==> config.mk <==
export PLATFORM = sky130hd
export DESIGN_NAME = mem_access_ctrl_flat
export DESIGN_NICKNAME = d
export VERILOG_FILES = /design/src/rtl/mem_access_ctrl_if.sv /design/src/rtl/mem_access_ctrl.sv /design/src/flat_wrapper.sv
export SDC_FILE = /design/constraint.sdc
export NUM_CORES = 1
export LEC_CHECK = 0
export ABC_AREA = 0
export CAP_MARGIN = 20
export CORE_UTILIZATION = 42
export CTS_BUF_LIST = sky130_fd_sc_hd__clkbuf_8
export CTS_CLUSTER_DIAMETER = 60
export DETAILED_ROUTE_END_ITERATION = 8
export HOLD_SLACK_MARGIN = 0.03
export PLACE_DENSITY = 0.81
export SLEW_MARGIN = 20
export SYNTH_ARGS = -nofsm -noshare
export SYNTH_HDL_FRONTEND = slang
export SYNTH_SLANG_ARGS = --single-unit
==> constraint.sdc <==
create_clock -name clk -period 2 [get_ports clk]
set_clock_uncertainty 0.2 [all_clocks]
set_input_delay 0.2 -clock clk [delete_from_list [all_inputs] [get_ports clk]]
set_output_delay 0.2 -clock clk [all_outputs]
set_load 0.03 [all_outputs]
==> src/rtl/mem_access_ctrl_if.sv <==
// Bus between the control unit and mem_access_ctrl: request, memory strobes and completion status.
// Handshake: start is sampled only while busy=0; the request is accepted on that edge and done pulses once when it finishes.
interface mem_access_ctrl_if;
    logic        start;
    logic [2:0]  op;
    logic [31:0] addr;
    logic [31:0] mem_addr;
    logic        mem_wr;
    logic [2:0]  sh_sel;
    logic        load_en;
    logic        busy;
    logic        done;
    logic        err;
    logic [2:0]  dbg_state;

    modport master (
        output start, op, addr,
        input  mem_addr, mem_wr, sh_sel, load_en, busy, done, err, dbg_state
    );

    modport slave (
        input  start, op, addr,
        output mem_addr, mem_wr, sh_sel, load_en, busy, done, err, dbg_state
    );
endinterface

==> src/rtl/mem_access_ctrl.sv <==
// Sequences sb/sh/sw/lb/lh/lw accesses against a memory with MEM_LAT-cycle read latency.
// Optional MEM_ALIGN_CHECK_EN: misaligned lw/sw/lh/sh finish immediately with err and no memory access.
module mem_access_ctrl #(
    parameter int MEM_LAT = 2
) (
    input logic              clk,
    input logic              reset_n,
    mem_access_ctrl_if.slave bus
);
    typedef enum logic [2:0] {
        S_IDLE  = 3'd0,
        S_READ  = 3'd1,
        S_MERGE = 3'd2,
        S_WRITE = 3'd3,
        S_LOAD  = 3'd4,
        S_DONE  = 3'd5
    } state_t;

    localparam logic [2:0] OP_SB = 3'b000;
    localparam logic [2:0] OP_SW = 3'b001;
    localparam logic [2:0] OP_SH = 3'b010;
    localparam logic [2:0] OP_LB = 3'b011;
    localparam logic [2:0] OP_LW = 3'b100;
    localparam logic [2:0] OP_LH = 3'b101;
    localparam logic [2:0] LP_CNT_INIT = 3'(MEM_LAT - 1);

    state_t      r_state;
    state_t      w_state_next;
    logic [2:0]  r_cnt;
    logic [2:0]  r_op_q;
    logic [29:0] r_word_addr;
    logic        r_err;
    logic        w_misaligned;
    logic        w_reject;
    logic        w_load_q;
    logic        w_mem_wr;
    logic        w_load_en;
    logic [2:0]  w_sh_sel;

`ifdef MEM_ALIGN_CHECK_EN
    assign w_misaligned = ((bus.op == OP_LW || bus.op == OP_SW) && bus.addr[1:0] != 2'b00) ||
                          ((bus.op == OP_LH || bus.op == OP_SH) && bus.addr[0]);
`else
    assign w_misaligned = 1'b0;
`endif

    assign w_reject = (bus.op > OP_LH) || w_misaligned;
    assign w_load_q = (r_op_q == OP_LB) || (r_op_q == OP_LW) || (r_op_q == OP_LH);

    always_comb begin
        w_state_next = r_state;
        w_mem_wr     = 1'b0;
        w_load_en    = 1'b0;
        w_sh_sel     = 3'b111;
        unique case (r_state)
            S_IDLE: begin
                if (bus.start) begin
                    if (w_reject)
                        w_state_next = S_DONE;
                    else if (bus.op == OP_SW)
                        w_state_next = S_WRITE;
                    else
                        w_state_next = S_READ;
                end
            end
            S_READ: begin
                if (r_cnt == 3'd0) begin
                    if (w_load_q)
                        w_state_next = S_LOAD;
                    else
                        w_state_next = S_MERGE;
                end
            end
            S_MERGE: begin
                w_sh_sel     = r_op_q;
                w_state_next = S_WRITE;
            end
            S_WRITE: begin
                w_sh_sel     = r_op_q;
                w_mem_wr     = 1'b1;
                w_state_next = S_DONE;
            end
            S_LOAD: begin
                w_sh_sel     = r_op_q;
                w_load_en    = 1'b1;
                w_state_next = S_DONE;
            end
            S_DONE:  w_state_next = S_IDLE;
            default: w_state_next = S_IDLE;
        endcase
    end

    // The wait counter is reloaded on every acceptance; only READ consumes it.
    always_ff @(posedge clk) begin
        if (!reset_n) begin
            r_state     <= S_IDLE;
            r_cnt       <= 3'd0;
            r_op_q      <= 3'd0;
            r_word_addr <= 30'd0;
            r_err       <= 1'b0;
        end else begin
            r_state <= w_state_next;
            if (r_state == S_IDLE && bus.start) begin
                r_op_q      <= bus.op;
                r_word_addr <= bus.addr[31:2];
                r_err       <= w_reject;
                r_cnt       <= LP_CNT_INIT;
            end else if (r_state == S_READ && r_cnt != 3'd0) begin
                r_cnt <= r_cnt - 3'd1;
            end
        end
    end

    assign bus.mem_addr  = {r_word_addr, 2'b00};
    assign bus.mem_wr    = w_mem_wr;
    assign bus.load_en   = w_load_en;
    assign bus.sh_sel    = w_sh_sel;
    assign bus.busy      = (r_state != S_IDLE);
    assign bus.done      = (r_state == S_DONE);
    assign bus.err       = (r_state == S_DONE) && r_err;
    assign bus.dbg_state = r_state;
endmodule

==> src/flat_wrapper.sv <==
// flat-port wrapper written by rule: the top's interface ports become plain ports
module mem_access_ctrl_flat 
#(
    parameter int MEM_LAT = 2
)
  (clk, reset_n, bus_start, bus_op, bus_addr, bus_mem_addr, bus_mem_wr, bus_sh_sel, bus_load_en, bus_busy, bus_done, bus_err, bus_dbg_state);
  mem_access_ctrl_if bus_i ();
  input logic clk;
  input logic reset_n;
  input wire logic [$bits(bus_i.start)-1:0] bus_start;
  input wire logic [$bits(bus_i.op)-1:0] bus_op;
  input wire logic [$bits(bus_i.addr)-1:0] bus_addr;
  output wire logic [$bits(bus_i.mem_addr)-1:0] bus_mem_addr;
  output wire logic [$bits(bus_i.mem_wr)-1:0] bus_mem_wr;
  output wire logic [$bits(bus_i.sh_sel)-1:0] bus_sh_sel;
  output wire logic [$bits(bus_i.load_en)-1:0] bus_load_en;
  output wire logic [$bits(bus_i.busy)-1:0] bus_busy;
  output wire logic [$bits(bus_i.done)-1:0] bus_done;
  output wire logic [$bits(bus_i.err)-1:0] bus_err;
  output wire logic [$bits(bus_i.dbg_state)-1:0] bus_dbg_state;
  assign bus_i.start = bus_start;
  assign bus_i.op = bus_op;
  assign bus_i.addr = bus_addr;
  assign bus_mem_addr = bus_i.mem_addr;
  assign bus_mem_wr = bus_i.mem_wr;
  assign bus_sh_sel = bus_i.sh_sel;
  assign bus_load_en = bus_i.load_en;
  assign bus_busy = bus_i.busy;
  assign bus_done = bus_i.done;
  assign bus_err = bus_i.err;
  assign bus_dbg_state = bus_i.dbg_state;
  mem_access_ctrl #(.MEM_LAT(MEM_LAT)) u_core (.clk(clk), .reset_n(reset_n), .bus(bus_i));
endmodule
==> results.txt, run 1 <==
----------------------------------------------------
[Setup path]
  Critical path class ... reg -> out
  FF-to-FF End ... u_core.r_cnt[1]$_SDFFE_PP0P_
  Max stage delay on crit path ... 0.41 ns
  CP endpoint kind ... output port
  Worst endpoint required time ... 1.60 ns
  Chain of cells forming the critical path ... buf_4 > mux2i_1 > or2_2 > buf_4
  Worst path slowest cell ... sky130_fd_sc_hd__dfxtp_1
  Arrival @ worst endpoint ... 1.50 ns
  Critical path peak fanout ... 9
  CP most frequent cell ... sky130_fd_sc_hd__buf_4
  Setup slack of the most critical reg-to-reg path ... 0.22 ns
  Reg2reg path depth ... 6
  CP startpoint ... u_core.bus.dbg_state[1]$_SDFFE_PN0P_
  Capturing instance or port of the critical path ... bus_sh_sel[2]
  Launching point of the worst reg2reg path ... u_core.r_cnt[0]$_SDFFE_PN0P_
  Kind of launch point of the worst setup path ... flip-flop

[Yosys]
  Cell area after synthesis ... 1757 um2
  Largest area contributor in the netlist ... sky130_fd_sc_hd__dfxtp_1
  Count of cell types in the netlist ... 34
  Synthesized area per cell ... 8.696 um2
  Cells taking the most area after synthesis ... sky130_fd_sc_hd__dfxtp_1 46%, sky130_fd_sc_hd__nand2_1 15%, sky130_fd_sc_hd__a21boi_1 12%, sky130_fd_sc_hd__buf_6 3.2%, sky130_fd_sc_hd__nor4b_4 2.7%
  Most frequent cells after synthesis ... 69 x sky130_fd_sc_hd__nand2_1, 40 x sky130_fd_sc_hd__dfxtp_1, 28 x sky130_fd_sc_hd__a21boi_1, 6 x sky130_fd_sc_hd__a21boi_0
  Post-synth EDFFs ... 0
  Most instantiated flip-flop cell in the synthesis netlist ... sky130_fd_sc_hd__dfxtp_1
  Top cell type's share of synthesized area ... 0.4558
  Yosys warns ... 0
  Dominant cell by count in the synthesized netlist ... sky130_fd_sc_hd__nand2_1
  Sequential share of the synthesized area ... 0.4558
  Number of register bits inferred by synthesis ... 40
  Number of instances in the synthesized netlist ... 202
  Asr flop ratio synth ... 0

[Global route]
  Vias in the first global route ... 1347
  Global routing's busiest layer ... met2
  Met1 Resource Use GR ... 0.1981
  Met3 track utilization from global routing ... 0.05137
  Antenna violations before repair ... 0
  Total track usage ... 0.1764
  Pin count of the biggest net entering global routing ... 40
  First-pass GRT wire length ... 5.913 mm
  Total grt overflow ... 0
  Met2 track demand over resource ... 0.3043

[Clock network]
  Hold_buf cts ... 0
  Number of buffers created by CTS ... 5
  Clock Latency Late Sink ... 0.29 ns
  Number of sinks on the clock net ... 40
  Worst-path clk slew ... 0.07 ns
  Clock Tree Root ... sky130_fd_sc_hd__clkbuf_8
  CTS tree ... built
  Maximum clock path buffer count ... 2
  H-tree levels ... 2

[Min path]
  Min-delay worst type ... in -> reg

[Finish]
  Fraction of layout instances using a drive strength above 1 ... 0.1043
  Layout fillers ... 359
  Count of nets after finishing ... 317
  Ant. Diodes ... 0
  Area used by multi-input combinational logic ... 845.8 um2
  Area overhead of the layout relative to synthesis ... 50.21%
  Finished Layout Cells ... 328
  Sequential cell area ... 800.8 um2

[Placed design]
  HPWL after detailed placement ... 2.545 mm
  Total placed cells including tap cells ... 320
  GP Congestion ... 0.7453
  IO Port Bufs ... 76

[Detailed routing]
  DRC ... 0
  Detailed-route wire length per cell ... 11.58 um
  Antenna violation net count after detailed routing ... 0
  Detailed-routing iteration count for the pre-antenna-repair pass ... 4
  Routed vias ... 1561
  Number of vias per cell ... 4.759
  Iteration-0 DRC Markers ... 96
  Total wirelength of the detailed-routed design ... 3.797 mm

[Pwr]
  Register share of total power ... 0.348
  PD cells ... 1120 nW/um2
  Clock power frac ... 0.184
  Internal Pwr Total ... 1.804 mW
  Leak Pwr ... 1.029 nW
  Total power ... 2.954 mW
  Net switching fraction of the power ... 0.3893
  Switch Pwr ... 1.150 mW
  IR Drop Worst-Case VDD ... 0.6082 mV
  Portion of total power attributed to combinational logic ... 0.468

[STA]
  Number of hold violations in the final report ... 0
  Total of endpoints with negative setup slack in the final report ... 0
  Final slew viol count ... 0
  Period Utilization, post-route ... 0.9485
  Final sum of negative setup slack ... 0 ns
  Min Tclk post-route ... 1.897 ns
  Max Clk Rate ... 527.1 MHz
  RSZ-0062 raised after global routing ... no

[Die]
  Die Span X ... 66.67 um
  Number of core rows ... 23
  Die area ... 4445 um2
  Initial Util ... 0.4392
  Y dimension of the die ... 66.67 um
  Top-Level Pins ... 81
  Core Footprint ... 4000 um2

[Flow run]
  Number of max-cap violations ... 0

[Status]
  Outcome ... finished clean

----------------------------------------------------
## power groups by stage
stage          combinational [mW]  clock [mW]  sequential (mW)
6_report                     1.38       0.543             1.03
5_1_grt                      1.50       0.603             1.04
4_1_cts                      1.40       0.576             1.03
3_5_place_dp                 1.41           0             1.05
3_3_place_gp                 1.40           0             1.04
2_1_floorplan               0.707           0             1.28
## worst min path at each step
stage | end | from | slack (ns) | depth (start not counted)
2_1_floorplan | u_core.r_op_q[0]$_SDFFE_PN0P_ | bus_op[0] | 0.13 | 2
3_3_place_gp | u_core.r_word_addr[3]$_SDFFE_PN0P_ | u_core.r_word_addr[3]$_SDFFE_PN0P_ | 0.24 | 2
3_5_place_dp | u_core.r_word_addr[23]$_SDFFE_PN0P_ | u_core.r_word_addr[23]$_SDFFE_PN0P_ | 0.24 | 2
4_1_cts | u_core.r_word_addr[27]$_SDFFE_PN0P_ | bus_addr[29] | 0.24 | 3
5_1_grt | u_core.r_word_addr[28]$_SDFFE_PN0P_ | bus_addr[30] | 0.25 | 3
6_report | u_core.r_word_addr[28]$_SDFFE_PN0P_ | bus_addr[30] | 0.25 | 3
## kinds of logic (layout without fill, tap and decap cells)
group | after synthesis | after routing | synth area share
simple gates | 91 | 91 | 0.2443
compound gates | 46 | 46 | 0.2016
flops | 40 | 40 | 0.4558
buf+inv | 20 | 95 | 0.07122
fa+ha+maj | 2 | 2 | 0.01424
other cells | 1 | 2 | 0.002135
xor+xnor | 1 | 1 | 0.004987
mux | 1 | 1 | 0.005698
## registers in the layout (all words and copies together), names as in the netlist
| name | cells |
|---|---|
| u_core.r_cnt | 3 |
| u_core.r_err | 1 |
| u_core.bus.dbg_state | 3 |
| u_core.r_op_q | 3 |
| u_core.r_word_addr | 30 |
## critical path: cells and delay by family, from the launching register on
kind	cells	cell delay, ns
mux	1	0.11
simple gates	1	0.29
flops	1	0.41
buf+inv	2	0.40
## layout make-up
cell class | instances | share of cell area
clock buffer | 6 | 0.03129
timing repair buffer | 83 | 0.3110
clock inverter | 2 | 0.004267
sequential | 40 | 0.3035
inverter | 4 | 0.005690
multi-input combinational | 143 | 0.3205
tap | 50 | 0.02371
## stage by stage
stage | setup slack [ns] | area [um2] | hold WS [ns] | util
2_1_floorplan | 0.04738 | 1772 | 0.1348 | -
5_1_grt | 0.02068 | 2639 | 0.2518 | 0.6597
6_report | 0.1029 | 2639 | 0.2501 | 0.6597
3_3_place_gp | 0.04660 | 2547 | 0.2395 | 0.6368
3_5_place_dp | 0.04776 | 2547 | 0.2443 | 0.6368
4_1_cts | 0.08620 | 2639 | 0.2384 | 0.6597
## timing repair
item / in CTS / in global routing
setup endpoints to repair: 2 / 0
gates resized for setup: 2 / 0
setup buffers: 0 / 0
## per-layer routing
metal | share of wire | wire length [um] | vias to the layer above
li1 | - | - | 808
met1 | 0.44 | 1685 | 704
met2 | 0.47 | 1794 | 43
met3 | 0.068 | 259 | 6
met4 | 0.015 | 57 | 0
met5 | 0 | 0 | -
## placed cells by master, fill, tap and decap left out, drive strengths merged
master and instances:
buf 13, dfxtp 40, and3b 1, o221a 1, o211a 1, nor3 2
a211oi 2, a21boi 35, or4b 1, o41ai 1, o21a 3, nor2 5
clkbuf 6, nand2 69, xnor2 1, nand2b 1, o311a 1, and2 1
nor2b 2, nand3 1, nor4b 2, mux2i 1, clkdlybuf4s50 68, clkinvlp 1
dlygate4sd2 2, and3 1, a21oi 2, inv 5, and4 1, ha 2
nor3b 1, or2 3, conb 2
Note: power is estimated with default switching activity, not from simulation.
==> run 2, diff against run 1 <==
Settings changed: CORE_UTILIZATION 42 to 38, PLACE_DENSITY 0.81 to 0.78.
Clock period 2 ns to 1.71 ns, I/O delays scaled along.
==> run 2 against run 1 <==
- die area up 10%
- critical path type is now reg -> reg
- worst hold slack worse by 0.031 ns
- flip-flop and latch count unchanged
- the run now ends with negative setup slack left
- routed wire length up 16%
- via count up 3.8%
- register-to-register slack worse by 0.23 ns
- count of clock-buffer cells in the layout unchanged
==> results.txt, run 2 (synthesized netlist as in run 1, its figures left out) <==
----------------------------------------------------
[Finish]
  Layout fillers ... 343 (-4.5%)
  Count of nets after finishing ... 328 (+3.5%)
  Most common cell after layout, fill and taps aside ... sky130_fd_sc_hd__nand2_1
  Max FFs per register ... 30 (unchanged)
  Top library cells by usage in the layout, fill and taps aside ... 66 x sky130_fd_sc_hd__nand2_1, 52 x sky130_fd_sc_hd__clkdlybuf4s50_1, 35 x sky130_fd_sc_hd__dfxtp_1, 34 x sky130_fd_sc_hd__a21boi_1, 14 x sky130_fd_sc_hd__buf_4
  Fin area ... 2897 um2 (+9.8%)
  Most flops, register ... u_core.r_word_addr
  Ant. Diodes ... 0 (unchanged)
  Fraction of the core area covered by cells at the end of the flow ... 0.6607 (+0.0009930)
  Fraction of layout instances using a drive strength above 1 ... 0.2042 (+0.09984)
  Area overhead of the layout relative to synthesis ... 64.89%
  Finished Layout Cells ... 341 (+4.0%)

[Pwr]
  IR Drop Worst-Case VDD ... 0.5875 mV (-3.4%)
  Total power ... 3.832 mW (+30%)
  PD cells ... 1323 nW/um2 (+18%)
  Leak Pwr ... 1.358 nW (+32%)

[Die]
  Initial Util ... 0.4007 (-0.03848)
  Top-Level Pins ... 81 (unchanged)
  Y dimension of the die ... 69.99 um (+5.0%)
  Die area ... 4899 um2 (+10%)
  Core Footprint ... 4384 um2 (+9.6%)
  Number of core rows ... 24 (+4.3%)
  Die Span X ... 69.99 um (+5.0%)

[Clock network]
  Clock Latency Late Sink ... 0.29 ns (about the same)
  H-tree levels ... 2 (unchanged)
  Maximum clock path buffer count ... 2 (unchanged)
  Number of sinks on the clock net ... 40 (unchanged)
  Clock Tree Root ... sky130_fd_sc_hd__clkbuf_8
  Hold_buf cts ... 0 (unchanged)
  Number of buffers created by CTS ... 5 (unchanged)
  CTS tree ... built
  Worst-path clk slew ... 0.08 ns (about the same)

[Detailed routing]
  Number of vias per cell ... 4.754 (-0.12%)
  DRC ... 0 (unchanged)
  Routed vias ... 1621 (+3.8%)
  Detailed-route wire length per cell ... 12.87 um (+11%)
  Total wirelength of the detailed-routed design ... 4.390 mm (+16%)
  Iteration-0 DRC Markers ... 58 (-40%)
  Detailed-routing iteration count for the pre-antenna-repair pass ... 4 (unchanged)
  Antenna violation net count after detailed routing ... 0 (unchanged)

[Status]
  Outcome ... complete, but fails checks
  Failing checks ... negative setup slack

[Setup path]
  CP startpoint ... u_core.bus.dbg_state[1]$_SDFFE_PN0P_
  Capturing instance or port of the critical path ... u_core.r_word_addr[2]$_SDFFE_PN0P_
  Launching point of the worst reg2reg path ... u_core.bus.dbg_state[1]$_SDFFE_PN0P_
  Kind of launch point of the worst setup path ... flip-flop
  Chain of cells forming the critical path ... buf_6 > or4b_4 > clkbuf_16 > nand2_1 > a21boi_1
  Worst path slowest cell ... sky130_fd_sc_hd__or4b_4
  Setup slack of the most critical reg-to-reg path ... -0.01 ns (-0.23 ns)
  Critical path class ... reg -> reg
  Arrival @ worst endpoint ... 1.70 ns (+0.20 ns)
  Max stage delay on crit path ... 0.55 ns (+0.14 ns)
  Critical path peak fanout ... 18 (+9)
  FF-to-FF End ... u_core.r_word_addr[2]$_SDFFE_PN0P_
  Reg2reg path depth ... 5 (-1)
  CP endpoint kind ... flip-flop
  Worst endpoint required time ... 1.69 ns (+0.09 ns)

[Placed design]
  HPWL after detailed placement ... 2.703 mm (+6.2%)
  Area after detailed placement ... 2585 um2 (+1.5%)
  DP Worst Slack ... -0.1013 ns (-0.1491 ns)
  Total placed cells including tap cells ... 325 (+1.6%)
  GP Congestion ... 0.7899 (+6.0%)
  IO Port Bufs ... 76 (unchanged)

[Global route]
  Total grt overflow ... 0 (unchanged)
  Antenna violations before repair ... 0 (unchanged)
  Vias in the first global route ... 1573 (+17%)
  Pin count of the biggest net entering global routing ... 40 (unchanged)
  Total track usage ... 0.1773 (+0.0008875)
  First-pass GRT wire length ... 7.017 mm (+19%)

[STA]
  Min Tclk post-route ... 1.721 ns
  Worst hold margin ... 0.2187 ns (-0.03143 ns)
  Min setup slack post-route ... -0.01112 ns (-0.1141 ns)
  Final sum of negative setup slack ... -0.06061 ns (-0.06061 ns)
  Number of hold violations in the final report ... 0 (unchanged)
  Max Clk Rate ... 581.0 MHz
  Period Utilization, post-route ... 1.007
  Total of endpoints with negative setup slack in the final report ... 11 (+11)
  Final slew viol count ... 0 (unchanged)
  RSZ-0062 raised after global routing ... yes

[Flow run]
  Number of max-cap violations ... 0 (unchanged)

[Min path]
  Min-delay worst type ... in -> reg

----------------------------------------------------
-- run 2: worst min path at each step --
stage	startpoint	depth (start not counted)	slack, ns	end
after floorplan	bus_op[0]	2	0.11	u_core.r_op_q[0]$_SDFFE_PN0P_
after global placement	u_core.r_word_addr[26]$_SDFFE_PN0P_	2	0.24	u_core.r_word_addr[26]$_SDFFE_PN0P_
after detailed placement	u_core.r_word_addr[5]$_SDFFE_PN0P_	2	0.24	u_core.r_word_addr[5]$_SDFFE_PN0P_
after CTS	bus_addr[25]	3	0.21	u_core.r_word_addr[23]$_SDFFE_PN0P_
after global routing	bus_addr[27]	3	0.22	u_core.r_word_addr[25]$_SDFFE_PN0P_
final	bus_addr[25]	3	0.22	u_core.r_word_addr[23]$_SDFFE_PN0P_
-- run 2: metal layers --
metal | GRT usage | routed length, um | vias up
met1 | 0.2087 | 1837 | 735
met2 | 0.3077 | 2263 | 50
li1 | - | - | 831
met4 | 0.06000 | 60 | 0
met3 | 0.05051 | 228 | 5
met5 | 0 | 0 | -
-- run 2: timing repair --
action,4_1_cts,5_1_grt
pin swaps,0,7
gates resized for setup,16,34
gates cloned,0,2
endpoints found under the setup margin,10,38
buffers inserted,4,2
-- run 2: worst max-delay path, delay by kind of cell, from the launching register on --
| family | cells | cell delay, ns |
|---|---|---|
| AND/OR/NAND/NOR | 2 | 0.62 |
| flip-flops | 1 | 0.38 |
| buffers and inverters | 2 | 0.35 |
| AO/OA/AOI/OAI | 1 | 0.05 |
-- run 2: final cells by class --
type / count / area (um2) / area share
clock inverters: 2 / 11.26 / 0.003888
clock buffers: 6 / 82.58 / 0.02851
flip-flops and latches: 40 / 812.0 / 0.2803
multi-input cells: 143 / 903.4 / 0.3119
inverters: 4 / 18.77 / 0.006479
well taps: 52 / 65.06 / 0.02246
repair buffers: 94 / 1003 / 0.3464
-- run 2: where the power goes --
part | internal (mW) | switching, mW | total, mW
Combinational | 0.932 | 1.02 | 1.96
Sequential | 1.11 | 0.129 | 1.24
Clock | 0.322 | 0.315 | 0.636
Total | 2.36 | 1.47 | 3.83
